[src/rtl/csr_ctrl_pkg.sv]
// csr_ctrl_pkg: shared definitions for the CSR sequencer.
//   - CSR addresses of the machine-mode registers handled by the sequencer
//   - mstatus bit positions (MIE, MPIE, MPP)
//   - request-type, CSR-op and sequencer state encodings
//   - is_known_csr(): true for the four CSRs the register file implements
package csr_ctrl_pkg;

    localparam logic [11:0] MSTATUS_ADDR = 12'h300;
    localparam logic [11:0] MTVEC_ADDR   = 12'h305;
    localparam logic [11:0] MEPC_ADDR    = 12'h341;
    localparam logic [11:0] MCAUSE_ADDR  = 12'h342;

    localparam int unsigned MSTATUS_MIE    = 3;
    localparam int unsigned MSTATUS_MPIE   = 7;
    localparam int unsigned MSTATUS_MPP_HI = 12;
    localparam int unsigned MSTATUS_MPP_LO = 11;

    typedef enum logic [1:0] {
        REQ_CSR   = 2'd0,
        REQ_ECALL = 2'd1,
        REQ_MRET  = 2'd2,
        REQ_RSVD  = 2'd3
    } req_type_t;

    typedef enum logic [1:0] {
        OP_NONE = 2'd0,
        OP_RW   = 2'd1,
        OP_RS   = 2'd2,
        OP_RC   = 2'd3
    } csr_op_t;

    typedef enum logic [2:0] {
        ST_IDLE,
        ST_CSR,
        ST_T_EPC,
        ST_T_CAUSE,
        ST_T_STAT,
        ST_T_VEC,
        ST_R_STAT,
        ST_R_EPC
    } state_t;

    function automatic logic is_known_csr(input logic [11:0] addr);
        return (addr == MSTATUS_ADDR) || (addr == MTVEC_ADDR) ||
               (addr == MEPC_ADDR)    || (addr == MCAUSE_ADDR);
    endfunction

endpackage

[src/rtl/csr_alu.sv]
// csr_alu: combinational read-modify-write datapath for CSR instructions.
// Ports:
//   i_op             CSR operation (RW / RS / RC, 0 = read only)
//   i_old            current CSR value
//   i_src            rs1 value or zero-extended immediate
//   o_new            value to write back
//   o_write_suppress 1 when the instruction must not write (read-only op,
//                    or RS/RC with a zero source)
module csr_alu
    import csr_ctrl_pkg::*;
#(
    parameter int unsigned WIDTH_SIZE = 32
) (
    input  logic [1:0]            i_op,
    input  logic [WIDTH_SIZE-1:0] i_old,
    input  logic [WIDTH_SIZE-1:0] i_src,
    output logic [WIDTH_SIZE-1:0] o_new,
    output logic                  o_write_suppress
);

    always_comb begin
        o_new            = i_old;
        o_write_suppress = 1'b0;
        case (csr_op_t'(i_op))
            OP_RW: begin
                o_new = i_src;
            end
            OP_RS: begin
                o_new            = i_old | i_src;
                o_write_suppress = (i_src == '0);
            end
            OP_RC: begin
                o_new            = i_old & ~i_src;
                o_write_suppress = (i_src == '0);
            end
            default: begin
                o_write_suppress = 1'b1;
            end
        endcase
    end

endmodule

[src/rtl/csr_ctrl.sv]
// csr_ctrl: sequencer/arbiter in front of the single-port CSR register file.
// Accepts a CSR instruction, an ecall trap entry or an mret trap return and
// walks the CSR file through the required read/write sequence.
// Ports:
//   clk_i, rst_i                  clock, async active-high reset
//   req_valid_i, req_type_i       request handshake (sampled while ready_o)
//   csr_op_i, csr_addr_i, csr_src_i, pc_i   request payload
//   ready_o                       idle, request may be accepted
//   done_o, rd_data_o             CSR instruction complete + old CSR value
//   redirect_valid_o, redirect_pc_o   trap entry/return fetch redirect
//   csr_wen_o, csr_waddr_o, csr_wdata_o, csr_raddr_o   to CSR file
//   csr_rdata_i                   combinational read data from CSR file
module csr_ctrl
    import csr_ctrl_pkg::*;
#(
    parameter int unsigned            WIDTH_SIZE  = 32,
    parameter logic [WIDTH_SIZE-1:0]  ECALL_CAUSE = WIDTH_SIZE'(11)
) (
    input  logic                  clk_i,
    input  logic                  rst_i,
    input  logic                  req_valid_i,
    input  logic [1:0]            req_type_i,
    input  logic [1:0]            csr_op_i,
    input  logic [11:0]           csr_addr_i,
    input  logic [WIDTH_SIZE-1:0] csr_src_i,
    input  logic [WIDTH_SIZE-1:0] pc_i,
    output logic                  ready_o,
    output logic                  done_o,
    output logic [WIDTH_SIZE-1:0] rd_data_o,
    output logic                  redirect_valid_o,
    output logic [WIDTH_SIZE-1:0] redirect_pc_o,
    output logic                  csr_wen_o,
    output logic [WIDTH_SIZE-1:0] csr_waddr_o,
    output logic [WIDTH_SIZE-1:0] csr_wdata_o,
    output logic [WIDTH_SIZE-1:0] csr_raddr_o,
    input  logic [WIDTH_SIZE-1:0] csr_rdata_i
);

    function automatic logic [WIDTH_SIZE-1:0] addr_ext(input logic [11:0] a);
        return {{(WIDTH_SIZE-12){1'b0}}, a};
    endfunction

    state_t                r_state;
    state_t                w_state_next;
    logic [1:0]            r_op;
    logic [11:0]           r_addr;
    logic [WIDTH_SIZE-1:0] r_src;
    logic [WIDTH_SIZE-1:0] r_pc;

    logic [WIDTH_SIZE-1:0] w_alu_new;
    logic                  w_alu_suppress;
    logic                  w_addr_known;
    logic [WIDTH_SIZE-1:0] w_rd_val;
    logic [WIDTH_SIZE-1:0] w_target;
    logic [WIDTH_SIZE-1:0] w_stat_trap;
    logic [WIDTH_SIZE-1:0] w_stat_mret;

    csr_alu #(
        .WIDTH_SIZE (WIDTH_SIZE)
    ) u_alu (
        .i_op             (r_op),
        .i_old            (csr_rdata_i),
        .i_src            (r_src),
        .o_new            (w_alu_new),
        .o_write_suppress (w_alu_suppress)
    );

    assign ready_o      = (r_state == ST_IDLE);
    assign w_addr_known = is_known_csr(r_addr);
    // The CSR file aliases unknown addresses onto mtvec, so reads are masked here.
    assign w_rd_val     = w_addr_known ? csr_rdata_i : '0;
    assign w_target     = {csr_rdata_i[WIDTH_SIZE-1:2], 2'b00};

    always_comb begin
        w_stat_trap                                 = csr_rdata_i;
        w_stat_trap[MSTATUS_MPIE]                   = csr_rdata_i[MSTATUS_MIE];
        w_stat_trap[MSTATUS_MIE]                    = 1'b0;
        w_stat_trap[MSTATUS_MPP_HI:MSTATUS_MPP_LO]  = 2'b11;

        w_stat_mret                                 = csr_rdata_i;
        w_stat_mret[MSTATUS_MIE]                    = csr_rdata_i[MSTATUS_MPIE];
        w_stat_mret[MSTATUS_MPIE]                   = 1'b1;
        w_stat_mret[MSTATUS_MPP_HI:MSTATUS_MPP_LO]  = 2'b11;
    end

    // State register
    always_ff @(posedge clk_i or posedge rst_i) begin
        if (rst_i) begin
            r_state <= ST_IDLE;
        end else begin
            r_state <= w_state_next;
        end
    end

    // Request capture
    always_ff @(posedge clk_i or posedge rst_i) begin
        if (rst_i) begin
            r_op   <= '0;
            r_addr <= '0;
            r_src  <= '0;
            r_pc   <= '0;
        end else if ((r_state == ST_IDLE) && req_valid_i) begin
            r_op   <= csr_op_i;
            r_addr <= csr_addr_i;
            r_src  <= csr_src_i;
            r_pc   <= pc_i;
        end
    end

    // Next-state logic
    always_comb begin
        w_state_next = r_state;
        case (r_state)
            ST_IDLE: begin
                if (req_valid_i) begin
                    case (req_type_t'(req_type_i))
                        REQ_CSR:   w_state_next = ST_CSR;
                        REQ_ECALL: w_state_next = ST_T_EPC;
                        REQ_MRET:  w_state_next = ST_R_STAT;
                        default:   w_state_next = ST_IDLE;
                    endcase
                end
            end
            ST_CSR:     w_state_next = ST_IDLE;
            ST_T_EPC:   w_state_next = ST_T_CAUSE;
            ST_T_CAUSE: w_state_next = ST_T_STAT;
            ST_T_STAT:  w_state_next = ST_T_VEC;
            ST_T_VEC:   w_state_next = ST_IDLE;
            ST_R_STAT:  w_state_next = ST_R_EPC;
            ST_R_EPC:   w_state_next = ST_IDLE;
            default:    w_state_next = ST_IDLE;
        endcase
    end

    // CSR-file side outputs
    always_comb begin
        csr_wen_o   = 1'b0;
        csr_waddr_o = '0;
        csr_wdata_o = '0;
        csr_raddr_o = '0;
        case (r_state)
            ST_CSR: begin
                csr_raddr_o = addr_ext(r_addr);
                csr_waddr_o = addr_ext(r_addr);
                csr_wdata_o = w_alu_new;
                csr_wen_o   = w_addr_known && !w_alu_suppress;
            end
            ST_T_EPC: begin
                csr_wen_o   = 1'b1;
                csr_waddr_o = addr_ext(MEPC_ADDR);
                csr_wdata_o = r_pc;
            end
            ST_T_CAUSE: begin
                csr_wen_o   = 1'b1;
                csr_waddr_o = addr_ext(MCAUSE_ADDR);
                csr_wdata_o = ECALL_CAUSE;
            end
            ST_T_STAT: begin
                csr_raddr_o = addr_ext(MSTATUS_ADDR);
                csr_wen_o   = 1'b1;
                csr_waddr_o = addr_ext(MSTATUS_ADDR);
                csr_wdata_o = w_stat_trap;
            end
            ST_T_VEC: begin
                csr_raddr_o = addr_ext(MTVEC_ADDR);
            end
            ST_R_STAT: begin
                csr_raddr_o = addr_ext(MSTATUS_ADDR);
                csr_wen_o   = 1'b1;
                csr_waddr_o = addr_ext(MSTATUS_ADDR);
                csr_wdata_o = w_stat_mret;
            end
            ST_R_EPC: begin
                csr_raddr_o = addr_ext(MEPC_ADDR);
            end
            default: ;
        endcase
    end

    // Registered responses, sampled at the final state's edge
    always_ff @(posedge clk_i or posedge rst_i) begin
        if (rst_i) begin
            done_o           <= 1'b0;
            rd_data_o        <= '0;
            redirect_valid_o <= 1'b0;
            redirect_pc_o    <= '0;
        end else begin
            done_o           <= 1'b0;
            redirect_valid_o <= 1'b0;
            case (r_state)
                ST_CSR: begin
                    done_o    <= 1'b1;
                    rd_data_o <= w_rd_val;
                end
                ST_T_VEC, ST_R_EPC: begin
                    redirect_valid_o <= 1'b1;
                    redirect_pc_o    <= w_target;
                end
                default: ;
            endcase
        end
    end

endmodule

[config.mk]
export PLATFORM = sky130hd
export DESIGN_NAME = csr_ctrl
export DESIGN_NICKNAME = d
export VERILOG_FILES = /design/src/rtl/csr_ctrl_pkg.sv /design/src/rtl/csr_alu.sv /design/src/rtl/csr_ctrl.sv
export SDC_FILE = /design/constraint.sdc
export NUM_CORES = 1
export LEC_CHECK = 0
export ABC_AREA = 1
export CORE_MARGIN = 3
export CORE_UTILIZATION = 45
export CTS_CLUSTER_DIAMETER = 30
export DETAILED_ROUTE_END_ITERATION = 6
export GPL_ROUTABILITY_DRIVEN = 0
export PLACE_DENSITY = 0.8
export SLEW_MARGIN = 30
export SYNTH_ARGS = -nofsm -noshare
export SYNTH_HDL_FRONTEND = slang
export SYNTH_HIERARCHICAL = 1
export SYNTH_SLANG_ARGS = --single-unit
[constraint.sdc]
create_clock -name clk_i -period 8.4 [get_ports clk_i]
set_input_delay 1.68 -clock clk_i [delete_from_list [all_inputs] [get_ports clk_i]]
set_output_delay 1.68 -clock clk_i [all_outputs]
set_load 0.02 [all_outputs]
==> results <==
- The flow ran to the end, and the final reports show no timing, DRC or antenna violations.
- The count of cells along the worst register-to-register path is 6.
- The final setup slack of the worst path is 3.252 ns.
- The global-route met3 utilization is 5.662%.
- The root buffer cell chosen for the clock tree is sky130_fd_sc_hd__clkbuf_16.
- The core footprint is 16700 µm².
- Timing would allow up to 194.3 MHz.
- The number of DRC markers in iteration 0 is 795.
- The first-pass iteration count of the detailed router is 6.
- The total of fill cells in the finished design is 1508.
- The clock slew at the register clock pins of the worst setup and hold paths is 0.06 ns.
- Summing every instance area after synthesis gives 7740 µm².
- The initial antenna violation count is 1.
- The maximum root-to-sink buffer count is 2.
- The total setup buffers inserted after CTS is 0.
- The type of element launching the critical path is a flop.
- The routed wire length per instance is 16.79 µm.
- The share of the clock period used by the worst path is 61.28%.
- The maximum fanout along the worst path is 77.
- The average cell area after synthesis is 7.421 µm².
- Across the routed clock network, the largest skew measured is 0.005085 ns.
- The static leakage is 5.139 nW.
- The final count of pins violating max slew is 0.
- The hold violation total from the final report is 0.
- The required time of the critical path is 6.72 ns.
- The distinct cell type count of the synthesized netlist is 27.
- Global routing consumed, on the met2 layer, 39.86% of the routing resources.
- The post-route netlist has 4.494% of its cells at a drive strength greater than 1.
- The maximum vdd ir drop is 0.2203 mV.
- Summing all multi-input logic gate instances after layout gives 3309 µm².
- The global routing stage identified its most utilized layer as met2.
- The number of instances in the synthesized netlist is 1043.
- The top cell type by area accounts for 46.88% of the synthesized area.
- Headroom to the max-slew limit came out at 37.12%.
- For this run, the number of Yosys warnings is 6.
- Hold is met by 0.4716 ns.
- Before CTS, the worst setup slack after placement is 3.517 ns.
- In this run, post-CTS repair resized a total of 0 instances.
- The largest total area in the synthesized netlist belongs to sky130_fd_sc_hd__dfrtp_1.
- The later pin in the worst-skew pair is clocked with a latency of 0.41 ns.
- The startpoint identified for the worst register-to-register timing path is r_state[0]$_DFFE_PP0P_.
- The effective utilization at floorplan is 46.34%.
- The most used flip-flop cell after synthesis is sky130_fd_sc_hd__dfrtp_1.
- The share of synthesized flip-flops with an asynchronous set or reset is 100.0%.
- The TritonCTS clock tree is yes.
- The reported max-cap violation count is 0.
- The capture instance of the worst register-to-register path is r_op[0]$_DFFE_PP0P_.
- The count of antenna-violating nets left after detailed routing is 0.
- Detailed placement ended at an HPWL of 17100 µm.
- The path class of the tightest hold or removal check is reg2reg.
- Dividing total power by cell area gives a power density of 371.2 nW/µm².
- The number of hold buffers added after CTS was 0.
- The pin slew with the least headroom to its limit is 0.9410 ns.
- The maximum number of pins on one net before global-route repair is 87.
- Setup violations remaining at the end of the flow were counted as 0.
- The data arrival time at the worst-slack endpoint is 3.47 ns.
- The average vias per placed instance is 5.172.
- Setup slack on the worst reg-to-reg path comes out at 5.39 ns.
- The number of top-level pins is 279.
- In the final timing run, aggregate negative setup slack is 0 ns.
- Compared with the post-synthesis result, the final layout area differs by 35.40%.
- The worst setup path is captured at an output port.
- The first global-routing pass estimated 37550 µm of wire.
- The net count of the finished layout is 1350.
- CTS saw 145 sinks.
- Summing the sequential cell areas from Yosys gives 46.88% of the chip area.
- Clock tree synthesis inserted a total of 17 buffers.
- The setup path with the least slack is of type reg2out.
- The flop and latch count out of synthesis is 145.
- Setup repair after global routing left no endpoint under its margin.
- In this run the worst setup path begins at r_state[0]$_DFFE_PP0P_.
- The area occupied by registers is 3628 µm².
- By area the synthesized netlist is led by sky130_fd_sc_hd__dfrtp_1 (47%), sky130_fd_sc_hd__nand2_1 (18%), sky130_fd_sc_hd__nand3_1 (7.8%).
- The clock tree synthesis step divided the H-tree into 4 levels.
- In the routed design, unresolved DRC markers number 0.
- In the global route stage, overall resource usage came out at 26.02%.
- The critical path ends at csr_wen_o.
- The aggregate routed wire length is 24640 µm.
- The overall via count from detail_route is 7587.
- Measured along the y axis, the die boundary spans 137.2 µm.
- For this run, global-route usage on met1 was measured as 36.20%.
- The via count of the first global-routing pass is 6902.
- The floorplan step defined a die boundary enclosing 18810 µm².
- The width of the chip is 137.2 µm.
- Counting instances in the post-synthesis netlist gives the leading cell types as sky130_fd_sc_hd__nand2_1 (365), sky130_fd_sc_hd__dfrtp_1 (145), sky130_fd_sc_hd__nand3_1 (121).
- The count of standard-cell rows is 47.
- The number of enable flip-flop cells after synthesis is 0.
- The quantity of I/O buffers inserted on ports is 236.
- The most numerous cell in the Yosys netlist is sky130_fd_sc_hd__nand2_1.
- The overall overflow remaining after global route is 0.
- The minimum period implied by the final worst setup slack is 5.148 ns.
- The final core utilization is 62.75%.
## layer usage
layer,vias up,wire length [µm]
met1,3525,10560
met5,-,0
li1,3635,-
met4,0,726
met2,374,11290
met3,53,2061
## sequential cells by signal, summed over array words and instances (netlist names)
signal,cells
redirect_valid_o,1
r_src,32
redirect_pc_o,30
done_o,1
r_op,2
rd_data_o,32
r_addr,12
r_pc,32
r_state,3
## worst max-delay path: stages, from the launching register on
cell and delay, ns:
sky130_fd_sc_hd__dfrtp_1 0.71, sky130_fd_sc_hd__nand2_2 0.16, sky130_fd_sc_hd__nor2_4 0.73, sky130_fd_sc_hd__inv_2 0.03
sky130_fd_sc_hd__buf_4 0.37, sky130_fd_sc_hd__nor2_1 0.21, sky130_fd_sc_hd__nand3_1 0.13, sky130_fd_sc_hd__nand2_1 0.09
sky130_fd_sc_hd__clkdlybuf4s50_1 0.61
## through the flow
| stage | power [W] | instances | cell area (µm²) |
|---|---|---|---|
| after detailed placement | 0.003150 | 1434 | 9905 |
| after CTS | 0.003887 | 1466 | 10470 |
| final | 0.003890 | 1467 | 10480 |
| after global placement | 0.003112 | 1434 | 9905 |
| after global routing | 0.004137 | 1467 | 10480 |
| after floorplan | 0.002402 | 1084 | 7894 |
## placed cells by master, fill, tap and decap left out, types with 2 or more instances in the layout
master                            count
sky130_fd_sc_hd__buf_4                7
sky130_fd_sc_hd__clkdlybuf4s50_1    235
sky130_fd_sc_hd__clkbuf_1             2
sky130_fd_sc_hd__o211ai_1            31
sky130_fd_sc_hd__nand2_1            363
sky130_fd_sc_hd__nor2_1              75
sky130_fd_sc_hd__clkbuf_16           17
sky130_fd_sc_hd__nand3_1            121
sky130_fd_sc_hd__clkinvlp_4           8
sky130_fd_sc_hd__nand4_1              3
sky130_fd_sc_hd__inv_6                2
sky130_fd_sc_hd__nor2_4               2
sky130_fd_sc_hd__clkbuf_8             2
sky130_fd_sc_hd__inv_1               68
sky130_fd_sc_hd__o21ai_0             70
sky130_fd_sc_hd__o21ai_1             12
sky130_fd_sc_hd__nand2_2              4
sky130_fd_sc_hd__inv_2                6
sky130_fd_sc_hd__o21ai_2              2
sky130_fd_sc_hd__a21oi_1             16
sky130_fd_sc_hd__dfrtp_1            145
sky130_fd_sc_hd__conb_1              42
sky130_fd_sc_hd__a22oi_1              2
sky130_fd_sc_hd__ha_1                 2
## how the worst min path moves through the flow
stage / from / to / slack, ns / cells after the start
5_1_grt: r_pc[8]$_DFFE_PP0P_ / r_pc[8]$_DFFE_PP0P_ / 0.49 / 2
3_5_place_dp: r_pc[3]$_DFFE_PP0P_ / r_pc[3]$_DFFE_PP0P_ / 0.46 / 2
4_1_cts: r_pc[3]$_DFFE_PP0P_ / r_pc[3]$_DFFE_PP0P_ / 0.47 / 2
3_3_place_gp: r_pc[3]$_DFFE_PP0P_ / r_pc[3]$_DFFE_PP0P_ / 0.45 / 2
6_report: r_pc[0]$_DFFE_PP0P_ / r_pc[0]$_DFFE_PP0P_ / 0.47 / 2
2_1_floorplan: r_pc[0]$_DFFE_PP0P_ / r_pc[0]$_DFFE_PP0P_ / 0.44 / 2
## where the power goes
group	switching, W	internal (W)
Combinational	0.00124	0.000758
Sequential	0.000205	0.000959
Clock	0.000300	0.000424
Total	0.00175	0.00214
## logic make-up after synthesis
group,Yosys count,share of synthesized area [%]
DFF,145,46.88
AOI/OAI and AO/OA,135,9.958
buffers and inverters,188,12.51
other,1,0.04845
and+or+nand+nor,572,30.28
adders and majority gates,2,0.3233
## layout make-up
cell class,instances,share of cell area (%)
inverter,75,2.734
multi-input combinational,751,31.58
clock buffer,21,4.393
clock inverter,11,1.027
timing repair buffer,243,22.99
antenna,1,0.02388
tap,220,2.627
sequential,145,34.62
No activity file was read; power rests on OpenSTA's default activity.
